**config.mk**
```make
export PLATFORM = sky130hd
export DESIGN_NAME = jtag_pwm_led_bank
export DESIGN_NICKNAME = d
export VERILOG_FILES = /design/src/rtl/jtag_led_pkg.sv /design/src/rtl/cdc_sync.sv /design/src/rtl/pwm_channel.sv /design/src/rtl/jtag_pwm_led_bank.sv
export SDC_FILE = /design/constraint.sdc
export NUM_CORES = 1
export LEC_CHECK = 0
export CORE_MARGIN = 8
export CORE_UTILIZATION = 55
export DETAILED_ROUTE_END_ITERATION = 8
export DONT_BUFFER_PORTS = 1
export MAX_ROUTING_LAYER = met4
export PLACE_DENSITY = 0.7
export RECOVER_POWER = 50
export REMOVE_ABC_BUFFERS = 1
export SYNTH_ARGS = -nofsm -noshare
export SYNTH_HDL_FRONTEND = slang
export SYNTH_HIERARCHICAL = 1
export SYNTH_SLANG_ARGS = --single-unit
```
**constraint.sdc**
```tcl
create_clock -name clk -period 2.4 [get_ports clk]
set_input_delay 0.24 -clock clk [delete_from_list [all_inputs] [get_ports clk]]
set_output_delay 0.24 -clock clk [all_outputs]
set_load 0.02 [all_outputs]
```
**src/rtl/jtag_led_pkg.sv**
```systemverilog
// Shared types and frame-layout helpers for the JTAG-controlled PWM LED bank.
package jtag_led_pkg;

   typedef enum logic [1:0] {
      IDLE     = 2'd0,
      CAPTURED = 2'd1,
      SHIFTING = 2'd2,
      COMMIT   = 2'd3
   } state_e;

   // Frame is {wr, addr, data}, data in the low bits, shifted LSB first.
   localparam int DATA_OFS = 0;

   function automatic int frame_len(input int aw, input int dw);
      return 1 + aw + dw;
   endfunction

   function automatic int addr_ofs(input int dw);
      return DATA_OFS + dw;
   endfunction

   function automatic int wr_ofs(input int aw, input int dw);
      return DATA_OFS + dw + aw;
   endfunction

endpackage

```
**src/rtl/cdc_sync.sv**
```systemverilog
// Two-flop synchroniser for slow asynchronous level signals entering the clk domain.
module cdc_sync #(
   parameter int WIDTH = 1
) (
   input  logic             clk,
   input  logic             rst,
   input  logic [WIDTH-1:0] d,
   output logic [WIDTH-1:0] q
);

   logic [WIDTH-1:0] meta_q, sync_q;

   always_ff @(posedge clk) begin
      if (rst) begin
         meta_q <= '0;
         sync_q <= '0;
      end else begin
         meta_q <= d;
         sync_q <= meta_q;
      end
   end

   assign q = sync_q;

endmodule

```
**src/rtl/pwm_channel.sv**
```systemverilog
// One LED channel: compares its duty against the shared PWM counter, registered drive.
module pwm_channel #(
   parameter int DATA_WIDTH     = 8,
   parameter bit LED_ACTIVE_LOW = 1'b1
) (
   input  logic                  clk,
   input  logic                  rst,
   input  logic [DATA_WIDTH-1:0] duty,
   input  logic [DATA_WIDTH-1:0] pwm_cnt,
   output logic                  led
);

   logic led_d, led_q;

   always_comb begin
      led_d = (pwm_cnt < duty) ^ LED_ACTIVE_LOW;
   end

   always_ff @(posedge clk) begin
      if (rst) led_q <= LED_ACTIVE_LOW;
      else     led_q <= led_d;
   end

   assign led = led_q;

endmodule

```
**src/rtl/jtag_pwm_led_bank.sv**
```systemverilog
// JTAG user-DR register bank: addressed read/write frames with length checking,
// readback via capture, and per-channel PWM LED drive.
module jtag_pwm_led_bank
   import jtag_led_pkg::*;
#(
   parameter int                    CH_COUNT       = 4,
   parameter int                    DATA_WIDTH     = 8,
   parameter int                    ADDR_WIDTH     = 2,
   parameter bit                    LED_ACTIVE_LOW = 1'b1,
   parameter logic [DATA_WIDTH-1:0] RESET_VALUE    = '0
) (
   input  logic                           clk,
   input  logic                           rst,
   input  logic                           tap_tck,
   input  logic                           tap_sel,
   input  logic                           tap_capture,
   input  logic                           tap_shift,
   input  logic                           tap_update,
   input  logic                           tap_tdi,
   output logic                           tap_tdo,
   output logic [CH_COUNT-1:0]            led,
   output logic [CH_COUNT*DATA_WIDTH-1:0] ch_value
);

   localparam int FRAME_LEN = frame_len(ADDR_WIDTH, DATA_WIDTH);
   localparam int ADDR_OFS  = addr_ofs(DATA_WIDTH);
   localparam int WR_OFS    = wr_ofs(ADDR_WIDTH, DATA_WIDTH);
   localparam int CNT_W     = $clog2(FRAME_LEN + 2);
   localparam logic [CNT_W-1:0]      CNT_FULL = CNT_W'(FRAME_LEN);
   localparam logic [CNT_W-1:0]      CNT_SAT  = CNT_W'(FRAME_LEN + 1);
   localparam logic [DATA_WIDTH-1:0] PWM_TOP  = {{(DATA_WIDTH-1){1'b1}}, 1'b0};

   logic [5:0] tap_raw, tap_s;
   logic       tck_s, sel_s, cap_s, shift_s, upd_s, tdi_s;
   logic       tck_prev_q, tck_prev_d, upd_prev_q, upd_prev_d;
   logic       tck_rise, upd_rise;

   assign tap_raw = {tap_tck, tap_sel, tap_capture, tap_shift, tap_update, tap_tdi};

   cdc_sync #(.WIDTH(6)) u_sync (
      .clk (clk),
      .rst (rst),
      .d   (tap_raw),
      .q   (tap_s)
   );

   assign {tck_s, sel_s, cap_s, shift_s, upd_s, tdi_s} = tap_s;

   // Edges only count while our user chain is selected.
   always_comb begin
      tck_prev_d = tck_s;
      upd_prev_d = upd_s;
      tck_rise   = tck_s & ~tck_prev_q & sel_s;
      upd_rise   = upd_s & ~upd_prev_q & sel_s;
   end

   state_e                               state_q, state_d;
   logic [CH_COUNT-1:0][DATA_WIDTH-1:0]  regs_q, regs_d;
   logic [ADDR_WIDTH-1:0]                rd_addr_q, rd_addr_d;
   logic                                 err_q, err_d;
   logic [FRAME_LEN-1:0]                 sr_q, sr_d;
   logic [CNT_W-1:0]                     bit_cnt_q, bit_cnt_d;
   logic                                 tdo_q, tdo_d;
   logic [DATA_WIDTH-1:0]                pwm_cnt_q, pwm_cnt_d;
   logic [DATA_WIDTH-1:0]                rd_data;
   logic [DATA_WIDTH-1:0]                f_data;
   logic [ADDR_WIDTH-1:0]                f_addr;
   logic                                 f_wr;

   assign f_data = sr_q[DATA_OFS +: DATA_WIDTH];
   assign f_addr = sr_q[ADDR_OFS +: ADDR_WIDTH];
   assign f_wr   = sr_q[WR_OFS];

   always_comb begin
      rd_data = '0;
      for (int i = 0; i < CH_COUNT; i++) begin
         if (rd_addr_q == ADDR_WIDTH'(i)) rd_data = regs_q[i];
      end
   end

   always_comb begin
      state_d   = state_q;
      regs_d    = regs_q;
      rd_addr_d = rd_addr_q;
      err_d     = err_q;
      sr_d      = sr_q;
      bit_cnt_d = bit_cnt_q;
      tdo_d     = tdo_q;
      if (tck_rise && cap_s) begin
         // Capture presents status + selected register; error is read-to-clear.
         state_d   = CAPTURED;
         sr_d      = {err_q, rd_addr_q, rd_data};
         bit_cnt_d = '0;
         err_d     = 1'b0;
      end else begin
         case (state_q)
            CAPTURED, SHIFTING: begin
               if (upd_rise) begin
                  state_d = COMMIT;
               end else if (tck_rise && shift_s) begin
                  sr_d    = {tdi_s, sr_q[FRAME_LEN-1:1]};
                  tdo_d   = sr_q[0];
                  state_d = SHIFTING;
                  if (bit_cnt_q != CNT_SAT) bit_cnt_d = bit_cnt_q + CNT_W'(1);
               end
            end
            COMMIT: begin
               state_d = IDLE;
               if (bit_cnt_q != CNT_FULL || int'(f_addr) >= CH_COUNT) begin
                  err_d = 1'b1;
               end else begin
                  rd_addr_d = f_addr;
                  if (f_wr) begin
                     for (int i = 0; i < CH_COUNT; i++) begin
                        if (f_addr == ADDR_WIDTH'(i)) regs_d[i] = f_data;
                     end
                  end
               end
            end
            default: ;
         endcase
      end
   end

   // Period of 2**DATA_WIDTH-1 makes all-ones duty fully on.
   always_comb begin
      pwm_cnt_d = (pwm_cnt_q == PWM_TOP) ? '0 : pwm_cnt_q + DATA_WIDTH'(1);
   end

   always_ff @(posedge clk) begin
      if (rst) begin
         state_q    <= IDLE;
         regs_q     <= {CH_COUNT{RESET_VALUE}};
         rd_addr_q  <= '0;
         err_q      <= 1'b0;
         sr_q       <= '0;
         bit_cnt_q  <= '0;
         tdo_q      <= 1'b0;
         pwm_cnt_q  <= '0;
         tck_prev_q <= 1'b0;
         upd_prev_q <= 1'b0;
      end else begin
         state_q    <= state_d;
         regs_q     <= regs_d;
         rd_addr_q  <= rd_addr_d;
         err_q      <= err_d;
         sr_q       <= sr_d;
         bit_cnt_q  <= bit_cnt_d;
         tdo_q      <= tdo_d;
         pwm_cnt_q  <= pwm_cnt_d;
         tck_prev_q <= tck_prev_d;
         upd_prev_q <= upd_prev_d;
      end
   end

   for (genvar i = 0; i < CH_COUNT; i++) begin : g_ch
      pwm_channel #(
         .DATA_WIDTH     (DATA_WIDTH),
         .LED_ACTIVE_LOW (LED_ACTIVE_LOW)
      ) u_pwm (
         .clk     (clk),
         .rst     (rst),
         .duty    (regs_q[i]),
         .pwm_cnt (pwm_cnt_q),
         .led     (led[i])
      );
   end

   assign tap_tdo  = tdo_q;
   assign ch_value = regs_q;

endmodule
```
# Word-level counts from Yosys, hierarchy flattened
# Index checks and enable logic that the tools add are counted.
# word_totals
romBits	0
latchBits	0
regBits	79
mem_bits_rw	0
n_memories	0
output_inout_bits	37
# op_classes
n_mux	12
magnitude_cmp	4
shifts	0
reduce_logical	22
bitwise	13
eq_ne	15
n_div	0
mul	0
add_sub_neg	2
# op_table
operator	n
11-bit 2-to-1 mux	4
8-bit less-than comparator	4
8-bit 2-to-1 mux	4
5-bit AND reduction	4
2-bit == test, second input constant	6
4-bit != test, second input constant	3
1-bit NOT	9
8-bit by 1-bit adder with 8-bit output, second input constant	1
8-bit == test, second input constant	1
4-bit AND reduction	2
2-bit by 1-bit == test with 1-bit output, second input constant	3
2-bit AND reduction	3
3-bit AND reduction	2
2-bit nonzero test	3
2-bit OR reduction	3
4-bit by 1-bit adder with 4-bit output, second input constant	1
1-bit AND	4
2-bit zero test	2
2-bit 2-to-1 mux	2
2-bit case mux with 2 select lines	1
3-bit != test, second input constant	1
3-bit nonzero test	1
1-bit logical AND	2
2-bit by 1-bit != test with 1-bit output, second input constant	1
1-bit 2-to-1 mux	1

# Depth between registers and ports, before layout
# Gate-level depths: netlist (run 1).
# logic_depth
ltp_word	8
ltp_mapped	7
mapped_depth_nobuf	6

# By module
# Netlist (run 1), hierarchy kept.
# modules_own_cells
module	n_inst	cells_each	area_each_um2	seq_area_each_um2
jtag_pwm_led_bank	1	285	2850.2	1261.2
pwm_channel	4	24	197.7	20.0
cdc_sync	1	25	366.6	240.2

# Worst setup path before layout (run 1)
# No wires, ideal clock.
# synth_timing
kind	flip-flop to flip-flop
startpoint	register state_q[0]
endpoint	register sr_q[6]
stages_incl_launch_ff	8
t_required_ps	2278
path_buffers	1
setup_ps	122
t_arrival_ps	1598
path_slack_ps	680
cell_sequence	dfxtp_1 -> inv_1 -> ha_1 -> nand2_1 -> nor3_4 -> buf_6 -> nor3_1 -> a221o_1
# synth_via
elab_chain_len	4
elab_cells_between_ends	5
# synth_lines
item	line_no	rtl
start, declared	jtag_pwm_led_bank.sv:57	state_e state_q, state_d;
start signal, assigned	jtag_pwm_led_bank.sv:143	state_q <= state_d;
2-bit by 1-bit == test with 1-bit output or 2-bit == test (tied branches)	jtag_pwm_led_bank.sv:96	case (state_q)
2-bit OR reduction (*)	jtag_pwm_led_bank.sv:96	
2-bit nonzero test (no source line) (*)	n/a	
3-bit AND reduction (no source line) (*)	n/a	
end signal, assigned	jtag_pwm_led_bank.sv:147	sr_q <= sr_d;
end, declared	jtag_pwm_led_bank.sv:61	logic [FRAME_LEN-1:0] sr_q, sr_d;
# Every way passes the cells marked *; elsewhere a longest branch is shown, timed or not.
# A chain may end at the register's enable or synchronous reset.

# Worst setup path after layout (run 1)
# layout_timing
startpoint	register state_q[0]
endpoint	register sr_q[5]
# Same word-level chain as after synthesis.

==> reports/results.txt, run 1 <==
status - finished clean
Syn Inst Count - 406
vias in the first global route - 3043
share of cells above drive strength 1 - 12.9%
Final Net Count - 457
root buf cell - clkbuf_8
Finish-stage setup viols - 0
Critical R2R Launch - state_q[0]$_SDFFE_PP0P_
drt initial violations - 264
Max clock buf depth - 2
Synth Area in XOR/XNOR - 0.874%
clock insertion delay at the later pin of the skew report - 0.35 ns
largest net degree at the start of global routing - 19
worst reg2reg endpoint - sr_q[5]$_SDFFE_PP0P_
Diodes inserted - 0
Die Y - 101 um
Final min period - 2.02 ns
fin. max-slew vios - 0
hold_ws - 0.0175 ns
crit-path max FO - 9
post-synthesis cell area - 4010 um2
worst vdd ir - 0.498 mV
Reg2Reg Setup Slack - 0.38 ns
drt wl/cell - 18.3 um
Synth top area share - 39.5%
vias per cell - 5.88
Synth area leader - dfxtp_1
via count - 3054
Post-synth EDFFs - 0
Die W - 101 um
Post-Synth Adder-Cell Area - 10.6%
critical path required time - 2.64 ns
setup TNS - 0 ns
global-route wire length before repair - 15400 um
post_cts resized - 0
Worst Tran Pin Value - 0.977 ns
FP Rows - 31
Worst Path Arrival - 2.26 ns
Core ar. - 7140 um2
CP endpoint kind - flip-flop
Pre-antenna DRT Iters - 4
I/O pin total - 45
Worst Skew - 0.00643 ns
worst hold stages - 2
CTS H-tree lvls - 3
largest family of logic cells by synthesized area - simple AND/OR/NAND/NOR gates
Clk pin slew, worst setup/hold paths - 0.09 ns
total track usage - 19.9%
Worst Hold Path EP - g_ch[0].u_pwm/led$_SDFF_PP1_
Avg Cell Area, Syn - 9.87 um2
max cap viols - 0
Area growth, synth to finish - 9.71%
Startpoint Class - flip-flop
Port Buf Inserts - 0
HPWL after detailed placement - 6710 um
Setup Crit Path Kind - flip-flop to flip-flop
Initial Util - 56.2%
post-route cell area - 4400 um2
flops & latches, synth - 79
f_max - 0.495 GHz
Overflow after GRT - 0
Synth area leaders - dfxtp_1 39%, ha_1 11%, mux2i_1 6.7%
register area share after synthesis - 39.5%
top_reg_cell synth - dfxtp_1
multiplexer area fraction after synthesis - 11.2%
RSZ-0062 raised after global routing - no
Synth Area in Simple Gates - 20.7%
CTS Buf Count - 9
clock sink total - 79
CTS tree - built
# DRC - 0
Hold Startpoint - rst
Post-CTS Setup Bufs - 0
placed instance area - 4090 um2
hold crit path type - primary input to flip-flop
fin cells - 519
yosys warns - 6
Final Routed Wirelength - 9490 um
fin crit share - 84.1%
filler instances - 597
Pleak - 0.00172 uW
initial antenna violation count - 0
FFs w/ async S/R, synth - 0%
Worst Reg-to-Reg Cells - 7
final antenna-violating net count - 0
Yosys cell types - 54
compound-gate portion of the synthesized area - 11.6%
slew margin rel. - 34.6%
die area - 10300 um2
post-route core utilization - 61.6%
Post-Place Cells - 497
final hold vios - 0
RePlAce Congestion - 0.848
Power Dens Cells - 619 nW/um2
## where the power goes
part / switching (uW) / internal, uW
clock network: 519 / 727
registers: 28.9 / 1330
logic: 61.7 / 54.3
total: 609 / 2110
## how the worst max path moves through the flow
stage / startpoint / end / cells past startpoint
3_3_place_gp: state_q[0]$_SDFFE_PP0P_ / sr_q[6]$_SDFFE_PP0P_ / 7
2_1_floorplan: u_sync/q[4]$_SDFF_PP0_ / ch_value[30]$_SDFFE_PP0P_ / 3
4_1_cts: state_q[0]$_SDFFE_PP0P_ / sr_q[5]$_SDFFE_PP0P_ / 7
6_report: state_q[0]$_SDFFE_PP0P_ / sr_q[5]$_SDFFE_PP0P_ / 7
3_5_place_dp: state_q[0]$_SDFFE_PP0P_ / bit_cnt_q[3]$_SDFFE_PP0P_ / 7
5_1_grt: state_q[0]$_SDFFE_PP0P_ / bit_cnt_q[3]$_SDFFE_PP0P_ / 7
## cells in the final DEF (no fill, tap or decap), types with 3 or more instances in the layout
master / n
dfxtp_1: 79
nand2_1: 39
inv_1: 34
ha_1: 34
nor2_1: 33
mux2i_1: 27
nand3_1: 13
clkbuf_8: 10
o21ai_0: 9
mux4_2: 8
nor3_1: 8
o21ai_1: 8
a211o_1: 8
o211ai_1: 8
nor2b_2: 8
a21oi_1: 7
a221o_1: 7
dlygate4sd3_1: 6
a31oi_1: 5
buf_4: 5
and4_1: 4
or2b_1: 4
nand4b_1: 3
o221a_2: 3
a211oi_1: 3
nand4_1: 3
nor3b_1: 3
bufinv_16: 3
## sequential cells by signal, summed over array words and instances (netlist names)
| name | flops |
|---|---|
| tap_tdo | 1 |
| u_sync/q | 6 |
| u_sync/meta_q | 6 |
| rd_addr_q | 2 |
| tck_prev_q | 1 |
| state_q | 2 |
| pwm_cnt_q | 8 |
| sr_q | 11 |
| g_ch.u_pwm/led | 4 |
| upd_prev_q | 1 |
| ch_value | 32 |
| bit_cnt_q | 4 |
| err_q | 1 |
## repair_timing
action                                 CTS  global route
setup endpoints to repair                0             0
hold buffers                             5             1
endpoints found under the hold margin   18             1
## logic make-up after synthesis
kind of cell             after synthesis
buffers and inverters                 49
AND/OR/NAND/NOR                      140
adder cells (fa/ha/maj)               34
multiplexers                          35
XOR/XNOR                               4
AO/OA/AOI/OAI                         65
flip-flops                            79
## through the flow
stage / worst slack (ns) / total power (uW)
2_1_floorplan: 0.478 / 1460
3_3_place_gp: 0.501 / 1490
3_5_place_dp: 0.406 / 1490
4_1_cts: 0.390 / 2730
5_1_grt: 0.197 / 2810
6_report: 0.381 / 2720
## synthesized netlist by cell type, drive strengths merged, types with 5 or more instances
| cell | instances |
|---|---|
| a211o | 8 |
| a21oi | 7 |
| a221o | 7 |
| a31oi | 5 |
| buf | 8 |
| clkbuf | 6 |
| dfxtp | 79 |
| ha | 34 |
| inv | 34 |
| mux2i | 27 |
| mux4 | 8 |
| nand2 | 39 |
| nand3 | 14 |
| nor2 | 34 |
| nor2b | 12 |
| nor3 | 9 |
| o211ai | 8 |
| o21ai | 17 |
## per-layer routing
| layer | global-route usage (%) | share of wire [%] |
|---|---|---|
| met5 | - | 0 |
| met4 | 8.71 | 2.4 |
| met3 | 5.84 | 7.7 |
| met2 | 29.6 | 45 |
| met1 | 24.4 | 45 |
## cell type report
type	count	area (um2)	share of cell area, %
Timing Repair Buffer	12	101	2.31
Multi-Input combinational cell	278	2200	50.1
Clock buffer	10	138	3.13
Inverter	35	131	2.99
Tap cell	99	124	2.82
Sequential cell	79	1580	36.0
Clock inverter	6	116	2.65
## worst max-delay path: stages, from the launching register on
cell and delay, ns:
dfxtp_1 0.39, inv_1 0.06, ha_1 0.34, nand2_1 0.19, nor3_4 0.36, buf_4 0.24, nor3_1 0.05, a221o_1 0.27
Power figures use the tool's default switching activity.
==> inputs of run 2 (changes only) <==
- PLACE_DENSITY: 0.7 -> 0.73
- clock period: 2.4 -> 1.72 ns (I/O delays scaled with it)
==> run 2 against run 1 <==
Core utilization increased by 4.5 points. Sequential cell count unchanged. Largest cell class unchanged. Total power grew 29%. Design area is 7.3% higher. Combinational power is 63% higher. Setup slack worse by 0.33 ns. First-iteration DRC count is 30% lower. Register-to-register slack worse by 0.33 ns. Via count grew 6.5%. Clock power is 14% higher. Sequential power is 40% higher. Fmax up 21%. Highest routed layer unchanged.
==> reports/results.txt, run 2 (same netlist as run 1, synthesis figures left out) <==
Power Dens Cells - 745 nW/um2 (+20%)
Post-Place Cells - 541 (+8.9%)
CP endpoint kind - flip-flop
share of cells above drive strength 1 - 19.0% (+6.1 points)
Initial Util - 56.2% (unchanged)
register area - 1590 um2 (+0.32%)
Worst Path Buf+Inv - 2 (unchanged)
most frequent cells in the layout - 75 x dfxtp_1, 38 x nand2_1, 33 x nor2_1, 32 x inv_1, 31 x ha_1
hold crit path type - primary input to flip-flop
final antenna-violating net count - 0 (unchanged)
FP Rows - 31 (unchanged)
Final min period - 1.67 ns (-0.352 ns)
status - finished clean
Multi-input gate area - 2240 um2 (+1.5%)
via count - 3254 (+6.5%)
Finish-stage setup viols - 0 (unchanged)
worst vdd ir - 0.670 mV (+35%)
CP Cell Sequence - ha_1 > nand4b_4 > buf_4 > nor4b_4 > buf_4 > mux2i_1
slew margin rel. - 57.4% (+23 points)
critical path required time - 2.01 ns (-0.63 ns)
Max clock buf depth - 2 (unchanged)
Port Buf Inserts - 0 (unchanged)
fin crit share - 96.9% (+13 points)
I/O pin total - 45 (unchanged)
HPWL after detailed placement - 7380 um (+9.9%)
Pleak - 0.00186 uW (+8.6%)
Setup Crit Path Kind - flip-flop to flip-flop
largest net degree at the start of global routing - 43 (+24)
Area growth, synth to finish - 17.8%
CP most frequent cell - buf_4
f_max - 0.600 GHz (+21%)
clock sink total - 79 (unchanged)
RePlAce Congestion - 0.902 (+6.3%)
Worst Path Arrival - 1.96 ns (-0.30 ns)
delay-heaviest family, CP - simple AND/OR/NAND/NOR gates
final hold vios - 0 (unchanged)
Startpoint Class - flip-flop
CTS tree - built
Die Y - 101 um (unchanged)
# DRC - 0 (unchanged)
max cap viols - 0 (unchanged)
Clk pin slew, worst setup/hold paths - 0.09 ns (about the same)
setup TNS - 0 ns (unchanged)
Worst Skew - 0.00908 ns (+0.00264 ns)
vias per cell - 5.73 (-2.6%)
die area - 10300 um2 (unchanged)
Pre-antenna DRT Iters - 4 (unchanged)
Diodes inserted - 0 (unchanged)
filler instances - 594 (-0.50%)
Core ar. - 7140 um2 (unchanged)
drt initial violations - 186 (-30%)
vias in the first global route - 3172 (+4.2%)
Worst Tran Pin Value - 0.639 ns (-0.338 ns)
Final Net Count - 506 (+11%)
fin. max-slew vios - 0 (unchanged)
fin cells - 568 (+9.4%)
Die W - 101 um (unchanged)
Overflow after GRT - 0 (unchanged)
crit-path max FO - 4 (-5)
CTS Buf Count - 9 (unchanged)
global-route wire length before repair - 16300 um (+5.6%)
critical path's slowest cell - dfxtp_2
commonest non-fill, non-tap cell in the layout - dfxtp_1
drt wl/cell - 18.0 um (-1.8%)
Final Routed Wirelength - 10200 um (+7.5%)
max reg flops - 32 (unchanged)
root buf cell - clkbuf_8
initial antenna violation count - 0 (unchanged)
Crit path largest cell delay - 0.36 ns (-0.03 ns)
CTS H-tree lvls - 3 (unchanged)
total track usage - 21.1% (+1.3 points)
clock insertion delay at the later pin of the skew report - 0.36 ns (about the same)
-- run 2: path summary, 6_finish.rpt --
| check | from | slack, ns | end | depth (start not counted) |
|---|---|---|---|---|
| setup / recovery | bit_cnt_q[0]$_SDFFE_PP0P_ | 0.05 | ch_value[24]$_SDFFE_PP0P_ | 6 |
| hold / removal | rst | 0.02 | u_sync/q[5]$_SDFF_PP0_ | 1 |
| setup reg to reg | bit_cnt_q[0]$_SDFFE_PP0P_ | 0.05 | ch_value[24]$_SDFFE_PP0P_ | 6 |
| hold reg to reg | u_sync/meta_q[3]$_SDFF_PP0_ | 0.44 | u_sync/q[3]$_SDFF_PP0_ | 1 |
-- run 2: area by class of cell --
class	instances	area share, %
Timing Repair Buffer	61	9.23
Sequential cell	79	33.6
Clock buffer	9	2.62
Inverter	35	2.78
Multi-Input combinational cell	278	47.4
Clock inverter	7	1.70
Tap cell	99	2.62
-- run 2: what timing repair did --
action / CTS / global route
endpoints found under the hold margin: 26 / 0
endpoints found under the setup margin: 13 / 24
hold buffers: 7 / 0
buffers inserted: 0 / 3
gates cloned: 0 / 1
gates resized for setup: 3 / 14
pin swaps: 0 / 4
-- run 2: worst register-to-register path: stages, from the launching register on --
cell,delay (ns)
dfxtp_2,0.36
ha_1,0.22
nand4b_4,0.15
buf_4,0.19
nor4b_4,0.29
buf_4,0.22
mux2i_1,0.18
-- run 2: where the power goes --
part | total, uW | internal, uW | switching, uW | leakage [uW]
Combinational | 189 | 91.9 | 96.7 | 0.00113
Sequential | 1900 | 1860 | 38.3 | 0.000642
Clock | 1430 | 685 | 745 | 0.0000964
-- run 2: layer usage --
metal | track usage [%] | wire (um) | part of all wire (%)
met5 | - | 0 | 0
met4 | 8.82 | 227 | 2.2
met3 | 6.05 | 755 | 7.4
met2 | 32.0 | 4570 | 45
met1 | 25.8 | 4650 | 46
-- run 2: metrics by stage --
step,total power (uW),util [%],worst slack [ns],hold slack [ns],area [um2]
6_report,3520,66.1,0.0537,0.0154,4720
2_1_floorplan,2040,-,-0.202,0.236,3920
4_1_cts,3540,66.6,0.0255,0.00812,4750
3_3_place_gp,2090,62.4,0.0334,0.248,4450
5_1_grt,3660,66.1,-0.0177,0.00470,4720
3_5_place_dp,2100,62.4,-0.0140,0.248,4450
